**config.mk**
```make
export PLATFORM = sky130hd
export DESIGN_NAME = alu_mult_sequencer
export DESIGN_NICKNAME = d
export VERILOG_FILES = /design/src/rtl/alu_defs.sv /design/src/rtl/alu_mult_sequencer.sv
export SDC_FILE = /design/constraint.sdc
export NUM_CORES = 1
export LEC_CHECK = 0
export CAP_MARGIN = 30
export CORE_AREA = 10 10 140 142
export DETAILED_ROUTE_END_ITERATION = 16
export DIE_AREA = 0 0 150 152
export PLACE_DENSITY = 0.85
export SLEW_MARGIN = 0
export SYNTH_ARGS = -nofsm -noshare
export SYNTH_HDL_FRONTEND = slang
export SYNTH_SLANG_ARGS = --single-unit
```
**constraint.sdc**
```tcl
create_clock -name clk -period 5.3 [get_ports clk]
set_clock_uncertainty 0.1 [all_clocks]
set_input_delay 1.06 -clock clk [delete_from_list [all_inputs] [get_ports clk]]
set_output_delay 1.06 -clock clk [all_outputs]
set_load 0.01 [all_outputs]
```
**src/rtl/alu_defs.sv**
```systemverilog
// rtl/alu_defs.sv - ALU op codes and multiply sequencer state encoding shared with the ALU control decoder
package alu_defs;

    localparam logic [3:0] ALU_ADD = 4'b0000;
    localparam logic [3:0] ALU_SUB = 4'b0001;

    typedef enum logic [2:0] {
        IDLE  = 3'd0,
        ITER  = 3'd1,
        FIX_A = 3'd2,
        FIX_B = 3'd3,
        DONE  = 3'd4
    } mult_state_t;

endpackage

```
**src/rtl/alu_mult_sequencer.sv**
```systemverilog
// rtl/alu_mult_sequencer.sv - multi-cycle MULT/MULTU controller driving a borrowed ALU
module alu_mult_sequencer
    import alu_defs::*;
#(
    parameter int WIDTH = 32,
    parameter int OPW   = 4
) (
    input  logic             clk,
    input  logic             rst_n,
    input  logic             start,
    input  logic             is_signed,
    input  logic [WIDTH-1:0] op_a,
    input  logic [WIDTH-1:0] op_b,
    output logic             busy,
    output logic             done,
    output logic [WIDTH-1:0] hi,
    output logic [WIDTH-1:0] lo,
    output logic [WIDTH-1:0] alu_a,
    output logic [WIDTH-1:0] alu_b,
    output logic [4:0]       alu_shamnt,
    output logic [OPW-1:0]   alu_op,
    input  logic [WIDTH-1:0] alu_result
);

    localparam int CW = $clog2(WIDTH);

    mult_state_t      state, state_n;
    logic [WIDTH-1:0] mcand, mplier;
    logic             sgn;
    logic [CW-1:0]    cnt;
    logic             carry;

    // The ALU has no carry-out; an unsigned wrap of hi+addend is detected by the sum being smaller.
    assign carry      = (alu_result < hi);
    assign busy       = (state != IDLE);
    assign done       = (state == DONE);
    assign alu_shamnt = 5'd0;

    always_ff @(posedge clk or negedge rst_n) begin
        if (!rst_n) state <= IDLE;
        else        state <= state_n;
    end

    always_comb begin
        state_n = state;
        alu_op  = OPW'(ALU_ADD);
        alu_a   = '0;
        alu_b   = '0;
        case (state)
            IDLE: begin
                if (start) state_n = ITER;
            end
            ITER: begin
                alu_a = hi;
                alu_b = lo[0] ? mcand : '0;
                if (cnt == CW'(WIDTH - 1)) state_n = FIX_A;
            end
            // Signed fix-up: subtract the two's-complement sign corrections from the upper half.
            FIX_A: begin
                alu_op  = OPW'(ALU_SUB);
                alu_a   = hi;
                alu_b   = (sgn & mcand[WIDTH-1]) ? mplier : '0;
                state_n = FIX_B;
            end
            FIX_B: begin
                alu_op  = OPW'(ALU_SUB);
                alu_a   = hi;
                alu_b   = (sgn & mplier[WIDTH-1]) ? mcand : '0;
                state_n = DONE;
            end
            DONE:    state_n = IDLE;
            default: state_n = IDLE;
        endcase
    end

    always_ff @(posedge clk or negedge rst_n) begin
        if (!rst_n) begin
            mcand  <= '0;
            mplier <= '0;
            sgn    <= 1'b0;
            cnt    <= '0;
            hi     <= '0;
            lo     <= '0;
        end else begin
            case (state)
                IDLE: begin
                    if (start) begin
                        mcand  <= op_a;
                        mplier <= op_b;
                        sgn    <= is_signed;
                        cnt    <= '0;
                        hi     <= '0;
                        lo     <= op_b;
                    end
                end
                ITER: begin
                    {hi, lo} <= {carry, alu_result, lo[WIDTH-1:1]};
                    cnt      <= cnt + 1'b1;
                end
                FIX_A, FIX_B: hi <= alu_result;
                default: ;
            endcase
        end
    end

endmodule

```
* Yosys cells after proc, flatten, opt, wreduce, memory -nomap -nowiden
Index checks and enable logic that the tools add are counted.
Word-level totals: register bits 137, input bits 100, output and inout port bits 139, word-level logic and storage cells 43
Cells by class: $add $sub $neg 1, $lt $le $gt $ge 1, eq/ne operators 7, multiplexer cells 15, bitwise gates (word level) 2, reductions and logical operators 10
Operator list (count):
- two-way mux 32 bit | 6
- one-hot mux 32 bit (3 select lines) | 2
- one-hot mux 32 bit (2 select lines) | 1
- less-than comparator 32 bit | 1
- one-hot mux 3 bit (4 select lines) | 1
- one-hot mux 5 bit (2 select lines) | 1
- AND reduction 2 bit | 4
- == test 3 x 2 -> 1 bit (second input constant) | 2
- two-way mux 3 bit | 2
- nonzero test 3 bit | 2
- adder 5 x 1 -> 5 bit (second input constant) | 1
- == test 5 bit (second input constant) | 1
- two-way mux 5 bit | 1
- != test 2 bit (second input constant) | 2
- == test 3 x 1 -> 1 bit (second input constant) | 1
- == test 3 bit (second input constant) | 1
- logical NOT 3 bit | 1
- OR reduction 3 bit | 1
- AND 1 bit | 2
- nonzero test 2 bit | 1
- OR reduction 2 bit | 1
- two-way mux 1 bit | 1

* Logic depth before layout (Yosys ltp)
Gate-level depths: netlist of run 1.
depth after elaboration 4, mapped depth 8, gate-level depth less buffers 7

* Worst setup path before layout of run 1
OpenSTA, ideal clock, no wires.
kind input to register, start input alu_result[15], end register hi[31], library setup time 129 ps, arrival time 2433 ps, data required time 5071 ps, slack 2638 ps, cell stages on the path 6, path buffers 0, cells stage by stage ha_1 > nand2_1 > nor4_1 > or4b_2 > nand3_1 > a21oi_1
Between the ends: word-level cells in the longest chain between the ends 2
Ends and longest elaborated chain:
- start: declaration | RTL line alu_mult_sequencer.sv:22 | input logic [WIDTH-1:0] alu_result
- less-than comparator 32 bit | RTL line alu_mult_sequencer.sv:34 | assign carry = (alu_result < hi);
- one-hot mux 32 bit (3 select lines) | RTL line alu_mult_sequencer.sv:85 | case (state)
- end signal: assignment | RTL line alu_mult_sequencer.sv:97 | {hi, lo} <= {carry, alu_result, lo[WIDTH-1:1]};
- end signal: assignment | RTL line alu_mult_sequencer.sv:100 | FIX_A, FIX_B: hi <= alu_result;
- end: declaration | RTL line alu_mult_sequencer.sv:16 | output logic [WIDTH-1:0] hi,
Every way passes these cells. A chain may end at the register's enable or synchronous reset.

* Worst setup path after layout of run 1
start register state[1], end output alu_b[23]
Between the ends: word-level cells in the longest chain between the ends 2, elaborated cells between the ends (all ways) 4, classes of those cells 3 x eq/ne; 1 x mux
Ends and longest elaborated chain:
- start: declaration | RTL line alu_mult_sequencer.sv:27 | mult_state_t state, state_n;
- start signal: assignment | RTL line alu_mult_sequencer.sv:41 | else state <= state_n;
- == test 3 x 2 -> 1 bit / == test 3 x 1 -> 1 bit (equally long branches) | RTL line alu_mult_sequencer.sv:49 | case (state)
- one-hot mux 32 bit (3 select lines) * | RTL line alu_mult_sequencer.sv:49
- end: declaration | RTL line alu_mult_sequencer.sv:19 | output logic [WIDTH-1:0] alu_b,
Every way passes the cells marked *; elsewhere a longest branch is shown, timed or not.

==> out/metrics.cfg, run 1 <==
[cts]
cts_tree=yes
h-tree-depth=4
postCtsSetupBuffers=0
clk_path_buf_depth=2
cts_made_buffers=17
cts_resized=0
cts_root_buffer=clkbuf_16
cts_sinks=137
cts_hold_buf=0
path_clk_slew_ns=0.06
worstSkewPairLatency_ns=0.42

[sta]
relSlewSlack_pct=41.73
final.min_clock_period_ns=3.725
period_share_pct=70.29
tightest_slew_ns=0.8720
hold-worst-slack_ns=0.3305
rsz0062_at_grt=false
tns_ns=0
hold_viol_final=0
setup_viol=0
drv_slew=0
fmax_mhz=268.4

[setup_path]
timing.rr.start=state[2]
max_stage_delay_ns=0.57
crit_type=reg -> out
startpoint=state[1]
start_kind=register
worst_ep_arrival_time_ns=2.57
cp.required_ns=4.14
worstPathCellList=nor2b_2, and4b_1, buf_4, a22o_1, clkdlybuf4s50_1
cp_slowest_cell=clkdlybuf4s50_1
endpoint_kind=primary output
crit_fanout=31

[power_and_ir_drop]
pwr-share-seq_pct=29.5
cellPowerDensity_mw_per_mm2=667.0
p_int_w=0.004208
vdd_drop_max_mv=0.3162
pwr-share-clk_pct=20.8
swShare_pct=36.80
pwr-share-comb_pct=49.7
leakagePower_nw=4.492
p_switching_w=0.002450

[placed_design]
dp.cells=1048
io_buffers=230
hpwlAfterDp_um=15240
place_congestion=0.8402

[layout]
diodes=0
fin_nets=976
drive_gt1_share_pct=7.126
seqCellArea_mm2=0.003428
stdcell_count=1081
area_delta_synth_final_pct=44.84
nFillCells=1425
multiInputGateArea_mm2=0.002938

[synth]
synth_cell_types=47
yosys.area.top_type=dfrtp_1
synth_seq_cells=137
synth_edf_count=0
synthTopCellsByArea=dfrtp_1, mux2_1, ha_1
yosys_most_used_dff=dfrtp_1
synth-seq-area-share_pct=49.75
avgSynthCellArea_um2=10.94
synthArstFlopShare_pct=100.0
synth_top_area_share_pct=49.75
synth_cells=630
yosys_warnings=0
netlist_area_mm2=0.006892

[routing]
wl_met2_um=9752
routed.top_layer=met5
routedWlPerCell_um=19.63
viasPerCell=5.359
wl_met1_um=8604
drt_iter0_markers=412
drc=0
detail-route-antenna-nets=0
wl_met3_um=2437
vias=5793
drt_wl_total_um=21220
drtPass1Iterations=6

[grt]
antenna_found_initial=1
track_usage_pct=18.12
grt_pass1_vias=5890
grt_pass1_wl_um=33020
overflow=0
grt_max_degree=105

[floorplanning]
core_area_mm2=0.01694
start_util_pct=40.69
dieWidth_um=150
die_h_um=152
ioPinCount=239
std_cell_rows=48
dieArea_mm2=0.02280

[run_status]
status=complete, no violations

[hold_path]
hp-class=in -> async

[flow_run]
maxCapViolations=0

-- worst paths after layout --
check,end,slack (ns),cells after the start
max,alu_b[23],1.57,5
min reg2reg,mcand[3],0.39,1
max in group asynchronous,lo[21],3.57,3
min in group clk,mcand[3],0.39,1
max reg2reg,cnt[2],2.64,6
min,hi[29],0.33,1
-- synthesized netlist by cell type (all sizes together), types with 7 or more instances --
master and count:
a22o 32, clkbuf 16, o21ai 10, buf 37, mux2 65, a22oi 32
ha 33, dfrtp 137, a21oi 15, nand2 81, a222oi 31, inv 63
nor2 7, nor3 32
-- critical path, delay by kind of cell, from the launching register on --
kind | cells | cell delay (ns)
AOI/OAI and AO/OA | 1 | 0.21
buffers and inverters | 2 | 0.93
DFF | 1 | 0.56
and+or+nand+nor | 2 | 0.43
-- cell usage in the layout (no fill, tap or decap), drive strengths merged, types with 2 or more instances in the layout --
master / synthesis / routed
clkdlybuf4s50: 0 / 229
o21a: 3 / 3
a211oi: 2 / 2
o21ai: 10 / 10
ha: 33 / 33
nor2: 7 / 7
nand2b: 2 / 2
a22oi: 32 / 32
clkinvlp: 0 / 2
conb: 1 / 8
a21oi: 15 / 15
clkbuf: 16 / 17
dfrtp: 137 / 137
a222oi: 31 / 31
bufinv: 0 / 6
nor2b: 3 / 3
nor3: 32 / 32
a22o: 32 / 32
a21o: 3 / 3
mux2: 65 / 65
nor3b: 3 / 3
nand4: 3 / 3
inv: 63 / 69
and2: 2 / 2
nand3: 2 / 2
nand2: 81 / 81
buf: 37 / 11
-- metal layers --
layer | GRT usage [%] | vias up
met2 | 29.01 | 251
li1 | - | 2702
met3 | 7.247 | 29
met5 | 0 | -
met4 | 6.250 | 2
met1 | 21.53 | 2809
-- through the flow --
step                      area (µm²)  setup slack (ns)  power, W  util (%)
final                           9982             1.575  0.006658     58.94
after global routing            9982             1.429  0.007110     58.94
after CTS                       9955             1.548  0.006733     58.78
after detailed placement        9268             2.003  0.005325     54.72
after global placement          9268             2.029  0.005224     54.72
after floorplan                 6918             2.638  0.003668         -
-- state kept, by name, indices dropped and copies added (netlist names) --
signal and cells:
mcand 32, mplier 32, state 3, hi 32, cnt 5, sgn 1
lo 32
-- logic make-up after synthesis --
kind of cell,share of synthesized area [%]
and+or+nand+nor,9.713
DFF,49.75
AOI/OAI and AO/OA,15.43
buffers and inverters,8.315
muxes,10.62
adders and majority gates,5.991
other,0.05441
xor gates and xnor gates,0.1271
-- cell type report --
type | count | share of cell area [%]
clock inverters | 15 | 2.620
clock buffers | 17 | 4.262
repair buffers | 240 | 24.15
well taps | 225 | 2.820
flip-flops and latches | 137 | 34.34
multi-input cells | 384 | 29.43
inverters | 63 | 2.369
-- power by group through the flow --
| stage | Sequential [W] | Clock (W) | Combinational [W] |
|---|---|---|---|
| global route | 0.00203 | 0.00146 | 0.00362 |
| CTS | 0.00196 | 0.00141 | 0.00336 |
| detailed placement | 0.00198 | 0 | 0.00335 |
| floorplan | 0.00198 | 0 | 0.00169 |
| finish | 0.00196 | 0.00138 | 0.00331 |
| global placement | 0.00196 | 0 | 0.00327 |
Power figures use the tool's default switching activity.
==> run 2, diff against run 1 <==
==> constraint.sdc (replaced) <==
create_clock -name clk -period 3.8 [get_ports clk]
set_clock_uncertainty 0.1 [all_clocks]
set_input_delay 0.76 -clock clk [delete_from_list [all_inputs] [get_ports clk]]
set_output_delay 0.76 -clock clk [all_outputs]
set_load 0.01 [all_outputs]
==> run 2 against run 1 <==
Effect of this change:
- first-iteration DRC count grew 32%
- register-to-register slack got worse by 1.3 ns
- via count fell by 0.78%
- combinational power up 40%
- global-route usage grew 0.23 points
- sequential power is 41% higher
- hold slack worse by 0.058 ns
- critical path depth did not move
- critical path type unchanged
- critical endpoint is now alu_b[9]
- largest cell class unchanged
- highest routed layer is now met4
==> out/metrics.cfg, run 2 (synthesis gave the netlist of run 1 again) <==
[layout]
nFillCells=1430  ; +0.35%
fin_nets=978  ; +0.20%
area_delta_synth_final_pct=43.25
drive_gt1_share_pct=6.993  ; -0.13 points
final_area_mm2=0.009872  ; -1.1%
diodes=0  ; unchanged
layout_common_cells=clkdlybuf4s50_1, dfrtp_1, nand2_1
multiInputGateArea_mm2=0.002938  ; unchanged
final_common_cell=clkdlybuf4s50_1
seqCellArea_mm2=0.003428  ; unchanged

[sta]
drv_slew=0  ; unchanged
final.min_clock_period_ns=3.408
hold_viol_final=0  ; unchanged
tns_ns=0  ; unchanged
tightest_slew_ns=0.8197  ; -0.05224 ns
relSlewSlack_pct=45.35  ; +3.6 points
period_share_pct=89.68
setup_viol=0  ; unchanged
fin_ws_ns=0.3923  ; -1.182 ns
fmax_mhz=293.5
rsz0062_at_grt=false

[setup_path]
start_kind=register
cp_slowest_cell=dfrtp_1
crit_family=buffers and inverters
endpoint_kind=primary output
crit_fanout=31  ; unchanged
path_buf_inv=2  ; unchanged
crit_type=reg -> out
r2r_cells=4  ; -2
worstPathCellList=nor2b_2, and4b_1, buf_4, a22o_1, clkdlybuf4s50_1
worst_ep_arrival_time_ns=2.55  ; -0.02 ns
path_depth=5  ; unchanged
cp.required_ns=2.94  ; -1.20 ns
max_stage_delay_ns=0.56  ; about the same

[cts]
cts_made_buffers=17  ; unchanged
worstSkewPairLatency_ns=0.41  ; about the same
clk_path_buf_depth=2  ; unchanged
path_clk_slew_ns=0.06  ; about the same
postCtsSetupBuffers=0  ; unchanged
cts_sinks=137  ; unchanged
cts_root_buffer=clkbuf_16
cts_hold_buf=0  ; unchanged
cts_tree=yes
h-tree-depth=4  ; unchanged
cts_resized=0  ; unchanged

[grt]
global_route.usage.met2_pct=29.89  ; +0.89 points
grt_pass1_vias=6096  ; +3.5%
antenna_found_initial=0  ; -1
grt_max_degree=77  ; -27%
grt_pass1_wl_um=33780  ; +2.3%
met3_usage_pct=6.623  ; -0.62 points
met1_usage_pct=22.20  ; +0.67 points
busiest_layer=met2
track_usage_pct=18.35  ; +0.23 points
overflow=0  ; unchanged

[power_and_ir_drop]
p_int_w=0.005627  ; +34%
pwr-share-clk_pct=18.0  ; -2.8 points
pwr-share-comb_pct=51.2  ; +1.5 points
leakagePower_nw=4.440  ; -1.1%
cellPowerDensity_mw_per_mm2=913.4  ; +37%
p_switching_w=0.003390  ; +38%
swShare_pct=37.60  ; +0.80 points
vdd_drop_max_mv=0.4391  ; +39%
pwr-share-seq_pct=30.7  ; +1.2 points

[placed_design]
postPlaceCellArea_mm2=0.009290  ; +0.24%
dp_slack_ns=0.8457  ; -1.158 ns
hpwlAfterDp_um=15780  ; +3.5%
io_buffers=230  ; unchanged
place_congestion=0.8773  ; +4.4%

[routing]
vias=5748  ; -0.78%
routedWlPerCell_um=19.86  ; +1.2%
drc=0  ; unchanged
viasPerCell=5.307  ; -0.96%
drt_wl_total_um=21510  ; +1.3%
drt_iter0_markers=542  ; +32%
detail-route-antenna-nets=0  ; unchanged
drtPass1Iterations=6  ; unchanged

[floorplanning]
start_util_pct=40.69  ; unchanged
core_area_mm2=0.01694  ; unchanged
dieArea_mm2=0.02280  ; unchanged
die_h_um=152  ; unchanged
dieWidth_um=150  ; unchanged
std_cell_rows=48  ; unchanged
ioPinCount=239  ; unchanged

[run_status]
status=complete, no violations

[flow_run]
maxCapViolations=0  ; unchanged

[hold_path]
hp-class=in -> async

==> run 2: cell types whose count changed in the layout (fill, tap and decap cells not counted), sizes merged <==
cell      before  now
bufinv         6    2
clkbuf        17   22
clkinvlp       2    4
buf           11   13
inv           69   64
clkinv         1    3
==> run 2: cell type report <==
class / instances / area share [%]
tap: 225 / 2.852
sequential: 137 / 34.73
clock buffer: 22 / 4.702
multi-input combinational: 384 / 29.76
clock inverter: 10 / 1.191
timing repair buffer: 242 / 24.37
inverter: 63 / 2.395
==> run 2: layer usage <==
| metal | vias to the layer above | wire, µm |
|---|---|---|
| li1 | 2685 | - |
| met1 | 2768 | 8750 |
| met2 | 275 | 10130 |
| met3 | 20 | 2335 |
| met4 | 0 | 286 |
| met5 | - | 0 |
==> run 2: worst paths after layout <==
path / slack [ns] / endpoint / from
worst max-delay path: 0.39 / alu_b[9] / state[1]
worst min-delay path: 0.27 / hi[25] / rst_n
worst max register to register: 1.37 / mplier[0] / state[1]
worst min register to register: 0.38 / mcand[6] / mcand[6]
max in group asynchronous: 2.46 / hi[16] / rst_n
min in group clk: 0.38 / mcand[6] / mcand[6]
==> run 2: power groups by stage <==
stage          sequential, W  combinational [W]  clock, W
2_1_floorplan        0.00276            0.00236         0
3_3_place_gp         0.00276            0.00454         0
3_5_place_dp         0.00278            0.00467         0
4_1_cts              0.00277            0.00469   0.00167
5_1_grt              0.00285            0.00507   0.00174
6_report             0.00277            0.00462   0.00163
==> run 2: per-stage QoR <==
stage / hold WS [ns] / power, W / utilization [%] / std cells
3_5_place_dp: 0.3756 / 0.007449 / 54.85 / 1051
6_report: 0.2726 / 0.009017 / 58.29 / 1083
4_1_cts: 0.2996 / 0.009132 / 58.29 / 1083
3_3_place_gp: 0.3678 / 0.007306 / 54.85 / 1051
5_1_grt: 0.3110 / 0.009661 / 58.29 / 1083
2_1_floorplan: 0.3519 / 0.005116 / - / 637
==> run 3, diff against run 2 <==
--- a/config.mk
+++ b/config.mk
@@ -9,6 +9,7 @@
 export CORE_AREA = 10 10 140 142
 export DETAILED_ROUTE_END_ITERATION = 16
 export DIE_AREA = 0 0 150 152
+export MAX_ROUTING_LAYER = met4
 export PLACE_DENSITY = 0.85
 export SLEW_MARGIN = 0
 export SYNTH_ARGS = -nofsm -noshare
==> run 3 against run 2 <==
Effect of this change:
- via count hardly changed
- core utilization stayed put
- largest power group unchanged
- register-to-register slack hardly changed
- clock-buffer cell count stayed put
- critical endpoint unchanged
- combinational power hardly changed
- critical path depth stayed put
==> out/metrics.cfg, run 3 (synthesis gave the netlist of run 1 again) <==
[run_status]
status=complete, no violations

[power_and_ir_drop]
leakagePower_nw=4.440  ; unchanged
p_switching_w=0.003398  ; +0.25%
cellPowerDensity_mw_per_mm2=914.2  ; about the same
p_int_w=0.005627  ; about the same
pwr-share-comb_pct=51.2  ; about the same
pwr-share-seq_pct=30.7  ; about the same
vdd_drop_max_mv=0.4422  ; +0.71%
swShare_pct=37.65  ; +0.057 points
pwr-share-clk_pct=18.1  ; about the same
power_w=0.009025  ; about the same

[routing]
drc=0  ; unchanged
viasPerCell=5.307  ; about the same
drt_wl_total_um=21520  ; about the same
detail-route-antenna-nets=0  ; unchanged
drtPass1Iterations=6  ; unchanged
drt_iter0_markers=472  ; -13%
vias=5747  ; -0.017%
routedWlPerCell_um=19.87  ; about the same

[layout]
area_delta_synth_final_pct=43.25  ; unchanged
fin_nets=978  ; unchanged
diodes=0  ; unchanged
final_common_cell=clkdlybuf4s50_1
drive_gt1_share_pct=6.993  ; unchanged
layout_common_cells=clkdlybuf4s50_1, dfrtp_1, nand2_1
fin_util_pct=58.29  ; unchanged

[grt]
overflow=0  ; unchanged
grt_pass1_vias=6115  ; +0.31%
grt_max_degree=77  ; unchanged
track_usage_pct=18.86  ; +0.51 points
grt_pass1_wl_um=33700  ; -0.23%
antenna_found_initial=0  ; unchanged

[cts]
clk_path_buf_depth=2  ; unchanged
cts_root_buffer=clkbuf_16
worstSkewPairLatency_ns=0.41  ; about the same
h-tree-depth=4  ; unchanged
path_clk_slew_ns=0.06  ; about the same
cts_resized=0  ; unchanged
cts_made_buffers=17  ; unchanged
cts_sinks=137  ; unchanged
cts_hold_buf=0  ; unchanged
cts_tree=yes
postCtsSetupBuffers=0  ; unchanged

[sta]
fin_ws_ns=0.3960  ; +0.003734 ns
drv_slew=0  ; unchanged
final.min_clock_period_ns=3.404  ; -0.003734 ns
tns_ns=0  ; unchanged
period_share_pct=89.58  ; -0.098 points
tightest_slew_ns=0.8272  ; +0.007498 ns
rsz0062_at_grt=false
fmax_mhz=293.8  ; +0.11%
hold_viol_final=0  ; unchanged
relSlewSlack_pct=44.85  ; -0.50 points
setup_viol=0  ; unchanged

[placed_design]
io_buffers=230  ; unchanged
hpwlAfterDp_um=15780  ; unchanged
dp_slack_ns=0.8457  ; unchanged
place_congestion=0.8917  ; +1.6%

[floorplanning]
start_util_pct=40.69  ; unchanged
die_h_um=152  ; unchanged
dieArea_mm2=0.02280  ; unchanged
dieWidth_um=150  ; unchanged
core_area_mm2=0.01694  ; unchanged
ioPinCount=239  ; unchanged
std_cell_rows=48  ; unchanged

[setup_path]
crit_fanout=31  ; unchanged
start_kind=register
max_stage_delay_ns=0.56  ; about the same
crit_family=buffers and inverters
r2r_cells=4  ; unchanged
worstPathCellList=nor2b_2, and4b_1, buf_4, a22o_1, clkdlybuf4s50_1
path_buf_inv=2  ; unchanged
endpoint_kind=primary output
cp.required_ns=2.94  ; about the same
worst_ep_arrival_time_ns=2.54  ; about the same
cp_slowest_cell=clkdlybuf4s50_1
regToRegEndpoint=mplier[0]
timing.rr.start=state[1]
crit_type=reg -> out
reg2reg_slack_ns=1.36  ; about the same

[hold_path]
hp-class=in -> async

[flow_run]
maxCapViolations=0  ; unchanged

run 3: cell counts in the layout (fill, tap and decap cells not counted):
Identical to the previous run, type by type.
run 3: power groups by stage:
stage / logic (W) / registers (W) / clock network, W
floorplan: 0.00236 / 0.00276 / 0
global placement: 0.00454 / 0.00276 / 0
detailed placement: 0.00467 / 0.00278 / 0
CTS: 0.00469 / 0.00277 / 0.00167
global route: 0.00507 / 0.00285 / 0.00174
finish: 0.00462 / 0.00277 / 0.00163
run 3: cell type report:
type	instances	area (µm²)
Inverter	63	236.5
Clock buffer	22	464.2
Clock inverter	10	117.6
Fill cell	1430	7064
Tap cell	225	281.5
Sequential cell	137	3428
Timing Repair Buffer	242	2406
Multi-Input combinational cell	384	2938
run 3: layer usage:
| layer | up-vias | share of wire [%] | track usage, % |
|---|---|---|---|
| li1 | 2683 | - | - |
| met1 | 2750 | 41 | 22.84 |
| met2 | 285 | 46 | 29.58 |
| met3 | 29 | 11 | 5.999 |
| met4 | 0 | 1.5 | 5.324 |
| met5 | - | 0 | - |
run 3: stage by stage:
step / cells / cell area [µm²] / hold slack (ns)
4_1_cts: 1083 / 9872 / 0.2996
3_5_place_dp: 1051 / 9290 / 0.3756
5_1_grt: 1083 / 9872 / 0.3127
2_1_floorplan: 637 / 6918 / 0.3519
3_3_place_gp: 1051 / 9290 / 0.3678
6_report: 1083 / 9872 / 0.2705
run 3: worst max path at each step:
stage,startpoint,to,slack (ns),cells after the start
2_1_floorplan,alu_result[15],hi[31],1.44,6
6_report,state[1],alu_b[9],0.40,5
3_5_place_dp,alu_result[15],hi[31],0.85,7
3_3_place_gp,alu_result[15],hi[31],0.88,7
4_1_cts,state[1],alu_b[9],0.37,5
5_1_grt,state[1],alu_b[9],0.24,5
